$ cat config.mk
export PLATFORM = sky130hd
export DESIGN_NAME = rom_arbiter_flat
export DESIGN_NICKNAME = d
export VERILOG_FILES = /design/src/rtl/rom_arbiter_if.sv /design/src/rtl/rom_arbiter.sv /design/src/flat_wrapper.sv
export SDC_FILE = /design/constraint.sdc
export NUM_CORES = 1
export LEC_CHECK = 0
export BUFFER_PORTS_ARGS = -buffer_cell sky130_fd_sc_hd__buf_2
export CAP_MARGIN = 20
export CORE_MARGIN = 2
export CORE_UTILIZATION = 45
export CTS_BUF_LIST = sky130_fd_sc_hd__clkbuf_8
export DETAILED_ROUTE_END_ITERATION = 10
export GPL_TIMING_DRIVEN = 0
export PLACE_DENSITY = 0.77
export SLEW_MARGIN = 10
export SYNTH_ARGS = -nofsm -noshare
export SYNTH_HDL_FRONTEND = slang
export SYNTH_SLANG_ARGS = --single-unit
$ cat constraint.sdc
create_clock -name clk -period 2.01 [get_ports clk]
set_input_delay 0.201 -clock clk [delete_from_list [all_inputs] [get_ports clk]]
set_output_delay 0.201 -clock clk [all_outputs]
set_load 0.03 [all_outputs]
$ cat src/rtl/rom_arbiter_if.sv
// Requester-side bus of the ROM arbiter: request handshake plus response strobe.
// slave is the arbiter's view, master is the client side.
interface rom_arbiter_if #(
  parameter int NREQ = 4,
  parameter int AW   = 5,
  parameter int DW   = 4
);
  logic [NREQ-1:0]    req_valid;
  logic [NREQ*AW-1:0] req_addr;
  logic [NREQ-1:0]    req_ready;
  logic [NREQ-1:0]    rsp_valid;
  logic [DW-1:0]      rsp_data;
  logic               busy;

  modport slave (
    input  req_valid, req_addr,
    output req_ready, rsp_valid, rsp_data, busy
  );

  modport master (
    output req_valid, req_addr,
    input  req_ready, rsp_valid, rsp_data, busy
  );
endinterface

$ cat src/rtl/rom_arbiter.sv
// Round-robin arbiter sharing one registered-output ROM among NREQ requesters.
// One acceptance per cycle; the response is a one-cycle strobe two edges later.
module rom_arbiter #(
  parameter int AW   = 5,
  parameter int DW   = 4,
  parameter int NREQ = 4,
  parameter int IW   = 2
) (
  input  logic          clk,
  input  logic          rst_n,
  rom_arbiter_if.slave  bus,
  output logic [AW-1:0] rom_addr,
  input  logic [DW-1:0] rom_data
);

  logic [IW-1:0]   ptr;
  logic [IW-1:0]   win;
  logic            found;
  logic [NREQ-1:0] grant;
  logic            s1_vld, s2_vld;
  logic [IW-1:0]   s1_id, s2_id;

  // Index reached k steps after base, wrapping at NREQ (NREQ need not be a power of two).
  function automatic logic [IW-1:0] scan_idx(input logic [IW-1:0] base, input int k);
    int s;
    s = int'(base) + k;
    if (s >= NREQ) s = s - NREQ;
    return IW'(s);
  endfunction

  // Round-robin pick: first valid requester starting at ptr.
  always_comb begin
    // NOTE: every signal gets a default before the loop so no path leaves it unassigned (no latch).
    found = 1'b0;
    win   = '0;
    for (int k = 0; k < NREQ; k++) begin
      if (!found && bus.req_valid[scan_idx(ptr, k)]) begin
        found = 1'b1;
        win   = scan_idx(ptr, k);
      end
    end
    grant = found ? (NREQ'(1) << win) : '0;
  end

  // Acceptance updates the pointer and ROM address; the id/valid pipeline tracks ROM latency.
  always_ff @(posedge clk or negedge rst_n) begin
    // NOTE: non-blocking assignments so every register samples pre-edge values, matching hardware.
    if (!rst_n) begin
      ptr      <= '0;
      rom_addr <= '0;
      s1_vld   <= 1'b0;
      s1_id    <= '0;
      s2_vld   <= 1'b0;
      s2_id    <= '0;
    end else begin
      s1_vld <= found;
      s2_vld <= s1_vld;
      s2_id  <= s1_id;
      if (found) begin
        rom_addr <= bus.req_addr[win*AW +: AW];
        s1_id    <= win;
        ptr      <= (win == IW'(NREQ - 1)) ? '0 : win + IW'(1);
      end
    end
  end

  // Grant and response are decoded combinationally; async reset clears them at once via the registers.
  always_comb begin
    bus.req_ready = grant;
    bus.rsp_valid = s2_vld ? (NREQ'(1) << s2_id) : '0;
    bus.rsp_data  = rom_data;
    bus.busy      = s1_vld | s2_vld;
  end

endmodule

$ cat src/flat_wrapper.sv
// flat-port wrapper written by rule: the top's interface ports become plain ports
module rom_arbiter_flat 
#(
  parameter int AW   = 5,
  parameter int DW   = 4,
  parameter int NREQ = 4,
  parameter int IW   = 2
)
  (clk, rst_n, rom_addr, rom_data, bus_req_valid, bus_req_addr, bus_req_ready, bus_rsp_valid, bus_rsp_data, bus_busy);
  rom_arbiter_if #(.NREQ(NREQ), .AW(AW), .DW(DW)) bus_i ();
  input  logic clk;
  input  logic rst_n;
  output logic [AW-1:0] rom_addr;
  input  logic [DW-1:0] rom_data;
  input wire logic [$bits(bus_i.req_valid)-1:0] bus_req_valid;
  input wire logic [$bits(bus_i.req_addr)-1:0] bus_req_addr;
  output wire logic [$bits(bus_i.req_ready)-1:0] bus_req_ready;
  output wire logic [$bits(bus_i.rsp_valid)-1:0] bus_rsp_valid;
  output wire logic [$bits(bus_i.rsp_data)-1:0] bus_rsp_data;
  output wire logic [$bits(bus_i.busy)-1:0] bus_busy;
  assign bus_i.req_valid = bus_req_valid;
  assign bus_i.req_addr = bus_req_addr;
  assign bus_req_ready = bus_i.req_ready;
  assign bus_rsp_valid = bus_i.rsp_valid;
  assign bus_rsp_data = bus_i.rsp_data;
  assign bus_busy = bus_i.busy;
  rom_arbiter #(.AW(AW), .DW(DW), .NREQ(NREQ), .IW(IW)) u_core (.clk(clk), .rst_n(rst_n), .bus(bus_i), .rom_addr(rom_addr), .rom_data(rom_data));
endmodule
Word level (Yosys, flattened, before mapping)
Cells that the tools add are included.

Bits in writable memories: 0. Bits in latches: 0. Output and inout bits: 18. Input port bits: 30. Bits in read-only memories: 0. Memories: 0. Bits in registers: 13. Word-level logic and storage cells: 57.

$lt $le $gt $ge: 8. Shift operators: 3. $mul: 1. Mux-type cells: 23. Eq/ne operators: 1. Div/mod/pow operators: 0. Reduce and logical (&&, ||, !) cells: 6. Add/subtract/negate cells: 8. Bitwise gates (word level): 1.

Operator list (number): $shiftx A20 B6 Y5 (1); $mux W2 (9); $lt A2 B3 Y1 const B (4); $ge A3 B3 Y1 const B (3); $bmux W1 S2 (4); $mux W1 (8); $mux W4 (2); $shl A1 B2 Y4 const A (2); $sub A2 B1 Y2 const B (4); $add A2 B2 Y3 const B (2); $mul A2 B3 Y5 const B (1); $add A2 B1 Y3 const B (1); $ge A2 B3 Y1 const B (1); $logic_and A1 B1 Y1 (3); $logic_not A1 Y1 (3); $add A2 B1 Y2 const B (1); $eq A2 B2 Y1 const B (1); $or A1 B1 Y1 (1).

Depth between registers and ports, before layout
Depth after elaboration: 16. Gate-level depth with buffers: 8. Mapped depth without buffers: 7.

Least setup slack after synthesis
Ideal clock, no wire load.

Path type: flip-flop to output port. Start: reg u_core.ptr[0]. End: out bus_req_ready[2]. Setup slack: 195 ps. Data required time: 1809 ps. Arrival: 1614 ps. Buffers on the path: 1. Cell stages (with the launch flop): 7. Cell sequence: dfrtp_1 > nor2b_1 > a21oi_2 > o221ai_4 > buf_6 > ha_1 > nor2b_1.

Cells in the longest elaborated chain, start to end: 16. Elaborated cells on any way between the ends: 39. Classes of those cells: add/sub: 7; order compare: 4; shift: 1; mux: 21; reduce/logical: 6.

Ends and longest elaborated chain: start, declared (RTL line rom_arbiter.sv:16) `logic [IW-1:0] ptr;`; start signal, assigned (RTL line rom_arbiter.sv:62) `ptr <= (win == IW'(NREQ - 1)) ? '0 : win + IW'(1);`; parallel branches: the longest is 15 deep, another holds $add A2 B1 Y3; $mux W4 (*) (RTL line rom_arbiter.sv:42) `grant = found ? (NREQ'(1) << win) : '0;`; end, declared (RTL line flat_wrapper.sv:17) `output wire logic [$bits(bus_i.req_ready)-1:0] bus_req_ready;`.

Every way passes the cells marked *. The select of a mux whose other input is x is not followed.

Worst setup path after layout
Start: reg u_core.ptr[0]. End: out bus_req_ready[2].

Cells in the longest elaborated chain, start to end: 16. Elaborated cells on any way between the ends: 39. Classes of those cells: add/sub: 7; order compare: 4; shift: 1; mux: 21; reduce/logical: 6.

Ends and longest elaborated chain: parallel branches: the longest is 13 deep, another holds $add A2 B1 Y3; $mux W2 (*) (RTL line rom_arbiter.sv:37) `if (!found && bus.req_valid[scan_idx(ptr, k)]) begin`; named net u_core.win[1] (RTL line rom_arbiter.sv:17) `logic [IW-1:0] win;`; $shl A1 B2 Y4 (*) (RTL line rom_arbiter.sv:42); $mux W4 (*) (RTL line rom_arbiter.sv:42).

Mark *: on every way through the listed nets, which the timed path passes. The select of a mux whose other input is x is not followed.

==> flow_summary.json <==
{
  "crit_path_cell_trace": "nor2b_2 -> nor2_1 -> nor2_1 -> a21oi_4 -> buf_4 -> ha_1 -> nor2b_1 -> buf_2",
  "static-leakage-power_nw": 0.620,
  "die-area_sq_um": 2250,
  "drt_first_pass_iters": 3,
  "grt_start_max_net_pins": 14,
  "synthFlopType": "dfrtp_1",
  "fin_worst_skew_ns": 0.00173,
  "highest_layer": "met4",
  "top_level_ports": 48,
  "dpl.hpwl_mm": 1.59,
  "worst_path_most_repeated_cell": "nor2_1",
  "max_freq_ghz": 0.510,
  "synthesis.area_sq_um": 848,
  "route.detailed.vias_per_inst": 5.12,
  "min_path_type": "primary input to flip-flop",
  "outcome": "finished clean",
  "start_util_pct": 48.6,
  "detailroute.wirelength.met3_um": 135,
  "die_y_um": 47.4,
  "syn_inst": 88,
  "cp_slowest_stage_delay_ns": 0.42,
  "share_of_layout_cells_above_drive_strength_1_pct": 50.0,
  "worstMarginPinSlew_ns": 0.765,
  "layout.cells.non_filler": 167,
  "grt_pass1_wl_mm": 3.12,
  "detail_route.drc_violations": 0,
  "place_inst": 156,
  "setup_repair_after_global_routing_missed_its_margin": "true",
  "dr.first_iter.drc_count": 17,
  "cts_made_buffers": 3,
  "clock_path_buffers": 2,
  "drt.antenna.violating_nets": 0,
  "synthesis.area_per_instance_sq_um": 9.64,
  "path_buf_inv": 2,
  "synth-seq-cells": 13,
  "async_flop_share_pct": 100,
  "holdPathStages": 3,
  "cpMaxStageDelayCell": "dfrtp_1",
  "finish.utilization_pct": 69.7,
  "arrival_time_at_the_worst_endpoint_ns": 1.76,
  "cp_top_family": "simple AND/OR/NAND/NOR gates",
  "hp-start": "bus_req_addr[18]",
  "clock_tree_sinks": 13,
  "clockRootBuffer": "clkbuf_8",
  "skew_pair_late_insertion_delay_ns": 0.24,
  "ys_seq_area_share_pct": 38.3,
  "max_vdd_drop_mv": 0.710,
  "finalWeightedCongestion": 0.726,
  "regToRegSetupSlack_ns": 0.35,
  "insertedDiodeCount": 0,
  "critPathMaxFanout": 4,
  "total_number_of_h_tree_levels": 1,
  "wl_met1_um": 878,
  "crit-reg2reg-launch": "u_core.ptr[0]",
  "startpoint_type": "flip-flop",
  "clock_transition_at_the_registers_of_the_reported_paths_ns": 0.05,
  "grt-ovfl-total": 0,
  "worst_flop_to_flop_path_endpoint": "u_core.rom_addr[0]",
  "final_net_count": 177,
  "setup-violations-final": 0,
  "worst_hold_endpoint": "u_core.rom_addr[3]",
  "via_count": 855,
  "fp.dieW_um": 47.4,
  "sum_of_negative_setup_slack_ns": 0,
  "syn_nets": 122,
  "row_count": 15,
  "power_density_of_the_placed_cells_nw_per_um2": 1360,
  "ys.warnings.count": 0,
  "grtUsageTotal_pct": 20.8,
  "antenna_violations_before_repair": 0,
  "met2RoutedLength_mm": 1.04,
  "cts_tree": "built",
  "drt_wl_total_mm": 2.10,
  "final_critical_period_ns": 1.96,
  "core_area_sq_um": 1750,
  "area_delta_synth_final_pct": 43.5,
  "edff_count_synth": 0,
  "fin_crit_sh_pct": 97.6,
  "io_buffer_count": 43,
  "netlist-cell-type-count": 24,
  "grt_pass1_vias": 742,
  "route.detailed.wl_per_inst_um": 12.6,
  "timing.final.hold_violations": 0,
  "rr_worst_depth": 7,
  "critical_path_required_time_ns": 1.81,
  "number_of_max_slew_violations_in_the_final_report": 0,
  "end_kind": "primary output",
  "slew_headroom_pct": 48.6,
  "cap_violations": 0,
  "timing_worst_setup_path_type": "flip-flop to primary output",
  "total_power_w": 0.00166
}
## cells by family (layout without fill, tap and decap cells)
logic type	after synthesis	in the layout	synth area share (%)
simple gates	38	38	23.6
mux	6	6	7.08
flops	13	13	38.3
buf+inv	10	64	7.08
fa+ha+maj	4	4	5.90
compound gates	17	17	18.0
## how the worst max path moves through the flow
stage | from | to | slack [ns] | cells after the start
final | u_core.ptr[0] | bus_req_ready[2] | 0.05 | 8
after global routing | u_core.ptr[0] | bus_req_ready[0] | -0.02 | 8
after CTS | u_core.ptr[0] | bus_req_ready[2] | 0.01 | 8
after detailed placement | u_core.ptr[0] | bus_req_ready[0] | 0.09 | 7
after global placement | u_core.ptr[0] | bus_req_ready[1] | 0.11 | 7
after floorplan | u_core.ptr[0] | bus_req_ready[2] | 0.19 | 6
## through the flow
stage          instance area (sq um)  worst slack (ns)  hold WS (ns)
6_report                        1220            0.0485         0.291
5_1_grt                         1220           -0.0164         0.310
4_1_cts                         1190            0.0144         0.295
3_5_place_dp                    1090            0.0879         0.101
3_3_place_gp                    1090             0.105        0.0954
2_1_floorplan                    848             0.195       -0.0946
## per-layer routing
metal / up-vias / track usage, %
li1: 414 / -
met1: 396 / 23.0
met2: 38 / 36.8
met3: 7 / 5.66
met4: 0 / 10.0
met5: - / 0
## where the power goes
part,total [W],internal (W),switching [W],leakage [nW]
sequential,0.000450,0.000371,0.0000784,0.146
clock,0.000226,0.000135,0.0000913,0.0269
combinational,0.000981,0.000386,0.000594,0.447
total,0.00166,0.000892,0.000764,0.620
## Yosys cell counts (2+ instances only)
master	instances	area share (%)
a211oi_1	4	3.5
a21oi_2	2	2.1
a221oi_1	4	4.1
buf_4	4	3.5
dfrtp_1	13	38
ha_1	4	5.9
inv_1	3	1.3
inv_2	2	0.89
mux2i_1	6	7.1
nand2_1	11	4.9
nor2_1	9	4.0
nor2b_1	12	8.8
o21ai_0	2	1.2
o221ai_1	2	2.1
## worst register-to-register path: cells and delay by family, from the launching register on
kind                   cells  cell delay, ns
buffers and inverters      2            0.31
AOI/OAI and AO/OA          4            0.73
DFF                        1            0.42
and+or+nand+nor            1            0.08
## placed cells by master (no fill, tap or decap), types with 2 or more instances in the layout
| cell | n |
|---|---|
| inv_2 | 3 |
| mux2i_1 | 6 |
| dfrtp_1 | 13 |
| o21ai_0 | 2 |
| buf_4 | 12 |
| nor2_1 | 9 |
| inv_1 | 3 |
| nor2b_2 | 3 |
| clkbuf_8 | 3 |
| o221ai_1 | 2 |
| ha_2 | 2 |
| buf_2 | 41 |
| nor2b_1 | 10 |
| a211oi_1 | 4 |
| nand2_1 | 11 |
| a221oi_1 | 4 |
| ha_1 | 2 |
## timing repair
action | in CTS | in global routing
hold endpoints to repair | 13 | 0
endpoints found under the setup margin | 4 | 4
hold buffers | 1 | 0
resized for setup | 1 | 9
setup buffers | 4 | 2
pin swaps | 2 | 1
## layout make-up
| cell class | instances | area, sq um |
|---|---|---|
| Buffer | 5 | 41.3 |
| Clock buffer | 3 | 41.3 |
| Clock inverter | 1 | 3.75 |
| Fill cell | 147 | 528 |
| Inverter | 5 | 18.8 |
| Multi-Input combinational cell | 65 | 480 |
| Sequential cell | 13 | 325 |
| Tap cell | 25 | 31.3 |
| Timing Repair Buffer | 50 | 275 |
## state kept, by name (all words and copies together), names as in the netlist
register and flops:
u_core.rom_addr 5, u_core.ptr 2, u_core.s1_id 2, u_core.s2_id 2
u_core.s1_vld 1, u_core.s2_vld 1
Note: power is estimated with default switching activity, not from simulation.
